### config.mk
export PLATFORM = sky130hd
export DESIGN_NAME = cpu_mem_arbiter
export DESIGN_NICKNAME = d
export VERILOG_FILES = /design/src/rtl/cpu_mem_arbiter.sv
export SDC_FILE = /design/constraint.sdc
export NUM_CORES = 1
export LEC_CHECK = 0
export CAP_MARGIN = 20
export CORE_AREA = 3 3 118 109
export CTS_CLUSTER_SIZE = 25
export DETAILED_ROUTE_END_ITERATION = 10
export DIE_AREA = 0 0 121 112
export PLACE_DENSITY = 0.76
export SYNTH_ARGS = -nofsm -noshare
export SYNTH_HDL_FRONTEND = slang
export SYNTH_SLANG_ARGS = --single-unit
### constraint.sdc
create_clock -name clk -period 3.9 [get_ports clk]
set_clock_uncertainty 0.15 [all_clocks]
set_input_delay 0.585 -clock clk [delete_from_list [all_inputs] [get_ports clk]]
set_output_delay 0.585 -clock clk [all_outputs]
set_load 0.03 [all_outputs]
### src/rtl/cpu_mem_arbiter.sv
// cpu_mem_arbiter: shares one memory bus between instruction fetch and data access, data first
//   clk, rst                      : clock (rising edge), asynchronous active-high reset
//   if_req/if_addr/if_kill        : fetch request, address, flush of pending/in-flight fetch
//   if_ready/if_rdata/if_fault    : one-cycle fetch completion, word, timeout fault
//   dm_req/dm_we/dm_wstrb/dm_addr/dm_wdata : data request and store fields
//   dm_ready/dm_rdata/dm_fault    : one-cycle data completion, load word, timeout fault
//   bus_valid/bus_we/bus_wstrb/bus_addr/bus_wdata : registered memory request
//   bus_rdata/bus_ready           : memory response
module cpu_mem_arbiter #(
    parameter int ADDR_WIDTH = 32,
    parameter int DATA_WIDTH = 32,
    parameter int TIMEOUT = 255
) (
    input  logic                    clk,
    input  logic                    rst,
    input  logic                    if_req,
    input  logic [ADDR_WIDTH-1:0]   if_addr,
    input  logic                    if_kill,
    output logic                    if_ready,
    output logic [DATA_WIDTH-1:0]   if_rdata,
    output logic                    if_fault,
    input  logic                    dm_req,
    input  logic                    dm_we,
    input  logic [DATA_WIDTH/8-1:0] dm_wstrb,
    input  logic [ADDR_WIDTH-1:0]   dm_addr,
    input  logic [DATA_WIDTH-1:0]   dm_wdata,
    output logic                    dm_ready,
    output logic [DATA_WIDTH-1:0]   dm_rdata,
    output logic                    dm_fault,
    output logic                    bus_valid,
    output logic                    bus_we,
    output logic [DATA_WIDTH/8-1:0] bus_wstrb,
    output logic [ADDR_WIDTH-1:0]   bus_addr,
    output logic [DATA_WIDTH-1:0]   bus_wdata,
    input  logic [DATA_WIDTH-1:0]   bus_rdata,
    input  logic                    bus_ready
);
    localparam int CW = TIMEOUT > 0 ? $clog2(TIMEOUT + 1) : 1;
    localparam bit TO_EN = TIMEOUT > 0;
    typedef enum logic [1:0] {IDLE, FETCH, DATA} state_t;
    state_t state, state_nx;
    logic kill_q;
    logic [CW-1:0] cnt;
    logic busy, tmo, fin;
    assign busy = state != IDLE;
    // bus_ready in the timeout cycle wins, so a timeout needs bus_ready low
    assign tmo = TO_EN & busy & ~bus_ready & (cnt == CW'(TIMEOUT));
    assign fin = (busy & bus_ready) | tmo;
    always_ff @(posedge clk or posedge rst) begin
        if (rst) state <= IDLE;
        else state <= state_nx;
    end
    always_comb begin
        state_nx = state;
        if (state == IDLE) state_nx = dm_req ? DATA : (if_req & ~if_kill) ? FETCH : IDLE;
        else if (fin) state_nx = IDLE;
    end
    always_comb begin
        if_ready = (state == FETCH) & fin & ~kill_q & ~if_kill;
        if_fault = if_ready & tmo;
        if_rdata = (if_ready & ~tmo) ? bus_rdata : '0;
        dm_ready = (state == DATA) & fin;
        dm_fault = dm_ready & tmo;
        dm_rdata = (dm_ready & ~tmo) ? bus_rdata : '0;
    end
    always_ff @(posedge clk or posedge rst) begin
        if (rst) begin
            bus_valid <= 1'b0;
            bus_we    <= 1'b0;
            bus_wstrb <= '0;
            bus_addr  <= '0;
            bus_wdata <= '0;
            kill_q    <= 1'b0;
            cnt       <= '0;
        end else begin
            bus_valid <= state_nx != IDLE;
            // a killed fetch still runs to completion; the flag only lives while FETCH continues
            kill_q    <= (state == FETCH) & (state_nx == FETCH) & (kill_q | if_kill);
            cnt       <= busy ? cnt + (bus_ready ? CW'(0) : CW'(1)) : '0;
            if (state == IDLE) begin
                if (dm_req) begin
                    bus_we    <= dm_we;
                    bus_wstrb <= dm_we ? dm_wstrb : '0;
                    bus_addr  <= dm_addr;
                    bus_wdata <= dm_wdata;
                end else if (if_req & ~if_kill) begin
                    bus_we    <= 1'b0;
                    bus_wstrb <= '0;
                    bus_addr  <= if_addr;
                end
            end
        end
    end
endmodule

==> results of run 1 <==
-- synthesized netlist by cell type (all sizes together), types with 2 or more instances --
cell type	instances
a21o	2
a21oi	2
a32o	4
and2	65
buf	13
clkbuf	6
dfrtp	81
ha	2
inv	3
mux2	96
nand2	2
nand3	4
nand4	2
nor2	10
nor2b	3
o21a	2
o21ai	3
xor2	2
-- worst max-delay path, delay by kind of cell --
family	cells	cell delay, ns
buf+inv	3	1.37
simple gates	3	0.60
-- cell families (layout without fill, tap and decap cells) --
kind of cell / after synthesis / after routing
fa+ha+maj: 2 / 2
xor+xnor: 3 / 3
flops: 81 / 81
simple gates: 94 / 94
mux: 97 / 97
compound gates: 17 / 17
buf+inv: 22 / 301
-- area by class of cell --
| class | count | share of cell area |
|---|---|---|
| Clock buffer | 13 | 0.03449 |
| Clock inverter | 2 | 0.005347 |
| Inverter | 3 | 0.001725 |
| Multi-Input combinational cell | 213 | 0.2616 |
| Sequential cell | 81 | 0.2794 |
| Tap cell | 160 | 0.02760 |
| Timing Repair Buffer | 283 | 0.3898 |
-- flip-flops by register name, summed over array words and instances, names as in the netlist --
register   cells
cnt            8
bus_we         1
bus_wstrb      4
state          2
bus_wdata     32
kill_q         1
bus_addr      32
bus_valid      1
-- metal layers --
layer,global-route usage,up-vias,part of all wire,routed length (µm)
met5,0,-,0,0
met4,0.03927,0,0.014,183
met3,0.08228,13,0.11,1353
met2,0.3359,168,0.53,6664
met1,0.1887,1637,0.35,4420
li1,-,1635,-,-
-- per-stage QoR --
stage	cell area, µm²	hold slack (ns)	setup slack, ns
after floorplan	4061	0.3621	1.085
after global placement	6945	0.3248	0.7050
after detailed placement	6945	0.3346	0.6140
after CTS	7234	0.3479	0.6140
after global routing	7254	0.3690	0.5060
final	7254	0.3450	0.5993
-- how the worst max path moves through the flow --
stage	startpoint	end	slack [ns]	cells past startpoint
2_1_floorplan	rst	bus_addr[0]$_DFFE_PP0P_	1.08	1
3_3_place_gp	if_kill	if_rdata[0]	0.70	6
3_5_place_dp	if_kill	if_rdata[14]	0.61	6
4_1_cts	if_kill	if_rdata[14]	0.61	6
5_1_grt	if_kill	if_rdata[31]	0.51	6
6_report	if_kill	if_rdata[14]	0.60	6
-- power by group through the flow --
stage	Clock [mW]	Combinational [mW]	Sequential (mW)
after global routing	0.882	1.81	1.25
after CTS	0.846	1.74	1.22
after global placement	0	1.72	1.22
after detailed placement	0	1.74	1.23
after floorplan	0	0.493	1.69
final	0.821	1.72	1.22
==> summary.md, run 1 <==
| Metric | Value |
|---|---|
| Syn Area/Cell | `12.85 µm²` |
| Fraction of layout cells with a size suffix above 1 | `0.2034` |
| WL/cell | `16.72 µm` |
| Multi-input combinational cell area | `1898 µm²` |
| R2R setup slack | `1.75 ns` |
| CTS root buf | `clkbuf_16` |
| Post-synthesis compound-gate area fraction | `0.03235` |
| Total track usage | `0.1822` |
| Total routed wirelength | `12.62 mm` |
| Ratio of final minimum period to clock period | `0.8463` |
| Number of global-route vias before repair | `3,690` |
| CTS tree | `yes` |
| Worst Reg2Reg Path Length in Cells | `3` |
| Worst-Margin Slew | `0.8022 ns` |
| Worst hold path type | `reg2reg` |
| DRC violations left | `0` |
| Crit path time final | `3.301 ns` |
| Antenna violations before repair | `0` |
| Area contributors post-synth | `dfrtp_1 (50%), mux2_2 (23%), and2_1 (9.9%)` |
| Leakage power | `2.949 nW` |
| Post-Syn Area | `4061 µm²` |
| Slew headroom | `0.4595` |
| Clk slew on worst S/H paths | `0.06 ns` |
| Initial DRC Count | `96` |
| Synth Area in Simple Gates | `0.1408` |
| Post-CTS setup buffer count | `0` |
| Number of flops mapped to enable cells by yosys | `0` |
| CP Capture Type | `primary output` |
| IO Port Bufs | `276` |
| Mapped Nets | `457` |
| Antenna cells | `0` |
| Via density | `4.574` |
| Die ar. | `13,550 µm²` |
| Non-Filler Instances | `755` |
| WHS Endpoint | `bus_wstrb[0]$_DFFE_PP0P_` |
| Gpl congestion | `0.7508` |
| RSZ-0062 raised after global routing | `no` |
| Grt ovf | `0` |
| First-pass GRT wire length | `19.49 mm` |
| Chip height | `112 µm` |
| Fillers | `969` |
| HPWL after detailed placement | `9.857 mm` |
| Critical-path cell list | `clkdlybuf4s50_1 > nor2_1 > and4b_1 > buf_4 > and2_1 > clkdlybuf4s50_1` |
| Post-Synth Adder-Cell Area | `0.006161` |
| Crit start category | `primary input` |
| Sw frac | `0.3523` |
| Worst vdd ir | `0.4963 mV` |
| Worst r2r src | `state[1]$_DFF_PP0_` |
| Top cell type's share of synthesized area | `0.4991` |
| Clock power share | `0.218` |
| First-pass detailed-route iteration total | `4` |
| Mux contribution to synthesized area | `0.2816` |
| Outcome | `finished, final reports clean` |
| Vias | `3,453` |
| WP data arrival | `2.57 ns` |
| Top cell by count, worst path | `clkdlybuf4s50_1` |
| Flop pwr share | `0.324` |
| Final setup vio count | `0` |
| Synth area leader | `dfrtp_1` |
| I/O pin count | `277` |
| Total CTS buffers | `9` |
| Max Fclk | `303.0 MHz` |
| Yosys warnings | `0` |
| Power, Total | `3.760 mW` |
| DIE WIDTH | `121 µm` |
| Layout overhead on the synthesized area | `78.62%` |
| Main combinational cell family by area after synthesis | `multiplexers` |
| FFs w/ async S/R, synth | `1.000` |
| CTS resizes | `0` |
| FP Rows | `38` |
| Max_cap viols | `0` |
| Post-route ant nets | `0` |
| Crit path max fanout | `32` |
| Hold_sp | `bus_wstrb[0]$_DFFE_PP0P_` |
| Post-synthesis cell type count | `36` |
| Data required, critical path | `3.16 ns` |
| Nets | `732` |
| FF+latch count, synth | `81` |
| Most frequent cells in the layout | `clkdlybuf4s50_1 (276), mux2_2 (82), dfrtp_1 (81), and2_1 (64), mux2_4 (14)` |
| Clk Latency, worst-skew pair | `0.33 ns` |
| Max-slew violations | `0` |
| Starting Density | `0.3431` |
| Crit Path Class | `in2out` |
| Placed insts | `739` |
| Most common cell after layout, fill and taps aside | `clkdlybuf4s50_1` |
| Clk sink count | `81` |
| H-tree depth | `3` |
| Hold_buf cts | `0` |
| Final Util | `0.6128` |
| Worst path max stage delay | `0.68 ns` |
| Ys flop type | `dfrtp_1` |
| Pwr Density | `518.3 nW/µm²` |
| Register area share after synthesis | `0.4991` |
| Int Pwr | `2.436 mW` |
| XOR/XNOR Fraction of Synth Area | `0.006470` |
| Final setup TNS | `0 ns` |
| Critical-path top delay cell | `clkdlybuf4s50_1` |
| Post-Synthesis Cells | `316` |
| Comb pwr share | `0.458` |
| Final Hold Fails | `0` |
| Worst hold stages | `1` |
| Core area | `11,840 µm²` |
| Largest net degree at the start of global routing | `60` |
| Sw Pwr | `1.325 mW` |
| Reg area | `2027 µm²` |
| RR Endpoint | `bus_wdata[19]$_DFFE_PP0P_` |
| CTS max path bufs | `2` |
Power figures use the tool's default switching activity.
==> run 2, diff against run 1 <==
--- a/config.mk
+++ b/config.mk
@@ -6,11 +6,11 @@
 export NUM_CORES = 1
 export LEC_CHECK = 0
 export CAP_MARGIN = 20
-export CORE_AREA = 3 3 118 109
+export CORE_AREA = 3 3 123 113
 export CTS_CLUSTER_SIZE = 25
 export DETAILED_ROUTE_END_ITERATION = 10
-export DIE_AREA = 0 0 121 112
-export PLACE_DENSITY = 0.76
+export DIE_AREA = 0 0 126 116
+export PLACE_DENSITY = 0.74
 export SYNTH_ARGS = -nofsm -noshare
 export SYNTH_HDL_FRONTEND = slang
 export SYNTH_SLANG_ARGS = --single-unit
==> constraint.sdc (replaced) <==
create_clock -name clk -period 2.82 [get_ports clk]
set_clock_uncertainty 0.15 [all_clocks]
set_input_delay 0.423 -clock clk [delete_from_list [all_inputs] [get_ports clk]]
set_output_delay 0.423 -clock clk [all_outputs]
set_load 0.03 [all_outputs]
==> summary.md, run 2 (synthesized netlist as in run 1, its figures left out) <==
| Metric | Value |
|---|---|
| Max_cap viols | `0` |
| Worst hold path type | `in2async` |
| CTS root buf | `clkbuf_16` |
| HPWL after detailed placement | `9.790 mm` |
| Reg area | `2027 µm²` |
| Layout overhead on the synthesized area | `76.68%` |
| Nets | `735` |
| Fillers | `1,063` |
| Multi-input combinational cell area | `1898 µm²` |
| Leakage power | `3.111 nW` |
| Data required, critical path | `2.25 ns` |
| Antenna cells | `0` |
| Worst vdd ir | `0.4167 mV` |
| WL/cell | `16.17 µm` |
| R2R setup slack | `0.88 ns` |
| Vias | `3,406` |
| Crit Path Class | `in2out` |
| FP Rows | `39` |
| Clk slew on worst S/H paths | `0.06 ns` |
| CP Capture Type | `primary output` |
| Pwr Density | `737.2 nW/µm²` |
| Post-route ant nets | `0` |
| Non-Filler Instances | `763` |
| Final setup vio count | `0` |
| DIE WIDTH | `126 µm` |
| Worst-Margin Slew | `0.6857 ns` |
| Antenna violations before repair | `0` |
| Die ar. | `14,620 µm²` |
| Crit path time final | `2.699 ns` |
| Most frequent cells in the layout | `clkdlybuf4s50_1 (209), mux2_2 (82), dfrtp_1 (81), buf_4 (73), and2_1 (64)` |
| RSZ-0062 raised after global routing | `no` |
| Chip height | `116 µm` |
| DRC violations left | `0` |
| Final setup TNS | `0 ns` |
| Initial DRC Count | `86` |
| Final Hold Fails | `0` |
| First-pass detailed-route iteration total | `4` |
| Gpl congestion | `0.7563` |
| First-pass GRT wire length | `18.81 mm` |
| RR Endpoint | `bus_wdata[6]$_DFFE_PP0P_` |
| Clk sink count | `81` |
| Outcome | `finished, final reports clean` |
| Hold WS | `0.2105 ns` |
| Via density | `4.464` |
| WP data arrival | `2.13 ns` |
| Crit start category | `primary input` |
| Crit path max fanout | `4` |
| Fraction of layout cells with a size suffix above 1 | `0.3222` |
| Core area | `12,690 µm²` |
| H-tree depth | `3` |
| Post-CTS setup buffer count | `0` |
| CTS resizes | `0` |
| CTS max path bufs | `2` |
| Most common cell after layout, fill and taps aside | `clkdlybuf4s50_1` |
| I/O pin count | `277` |
| Worst r2r src | `state[1]$_DFF_PP0_` |
| Total CTS buffers | `9` |
| Max Fclk | `370.5 MHz` |
| Top flop regs | `bus_addr: 32 flops, bus_wdata: 32 flops, cnt: 8 flops` |
| Total track usage | `0.1613` |
| Hold_buf cts | `0` |
| Max-slew violations | `0` |
| CTS tree | `yes` |
| Clk Latency, worst-skew pair | `0.33 ns` |
| Total routed wirelength | `12.34 mm` |
| Worst Reg2Reg Path Length in Cells | `5` |
| Slew headroom | `0.5380` |
| Starting Density | `0.3201` |
| Grt ovf | `0` |
| IO Port Bufs | `276` |
| Largest net degree at the start of global routing | `34` |
| Number of global-route vias before repair | `3,521` |
| Power, Total | `5.290 mW` |
| Placed insts | `747` |
| Ratio of final minimum period to clock period | `0.9572` |
[run 2: final cells by class]
| class | count | area share |
|---|---|---|
| clock inverters | 5 | 0.01116 |
| flip-flops and latches | 81 | 0.2825 |
| clock buffers | 11 | 0.03243 |
| multi-input cells | 213 | 0.2645 |
| repair buffers | 286 | 0.3791 |
| inverters | 3 | 0.001744 |
| well taps | 164 | 0.02860 |
[run 2: worst max path at each step]
stage                               to       from  cells after the start  slack, ns
6_report                      if_fault  bus_ready                      5       0.12
5_1_grt                       if_fault  bus_ready                      5       0.02
4_1_cts                       if_fault  bus_ready                      5       0.11
3_5_place_dp                  if_fault  bus_ready                      5       0.12
3_3_place_gp                  if_fault  bus_ready                      5       0.12
2_1_floorplan  bus_addr[0]$_DFFE_PP0P_        rst                      1       0.17
[run 2: worst max-delay path: stages]
cell             delay [ns]
clkdlybuf4s50_1        0.45
o21ba_2                0.28
nand4_1                0.14
nor2_1                 0.14
clkdlybuf4s50_1        0.69
[run 2: report_power, final]
part	total, mW	internal, mW	switching [mW]
combinational	2.38	1.17	1.21
sequential	1.68	1.50	0.183
clock	1.23	0.774	0.458
total	5.29	3.44	1.85
[run 2: stage by stage]
step / setup slack [ns] / area (µm²) / utilization
after floorplan: 0.1669 / 4061 / -
after global placement: 0.1191 / 6863 / 0.5409
after detailed placement: 0.1225 / 6863 / 0.5409
after CTS: 0.1055 / 7176 / 0.5656
after global routing: 0.02217 / 7176 / 0.5656
final: 0.1208 / 7176 / 0.5656
[run 2: per-layer routing]
layer  global-route usage  vias to the layer above  share of wire
li1                     -                     1653              -
met1               0.2042                     1610           0.41
met2               0.2623                      136           0.50
met3              0.06774                        7          0.086
met4              0.03217                        0         0.0064
met5                    0                        -              0
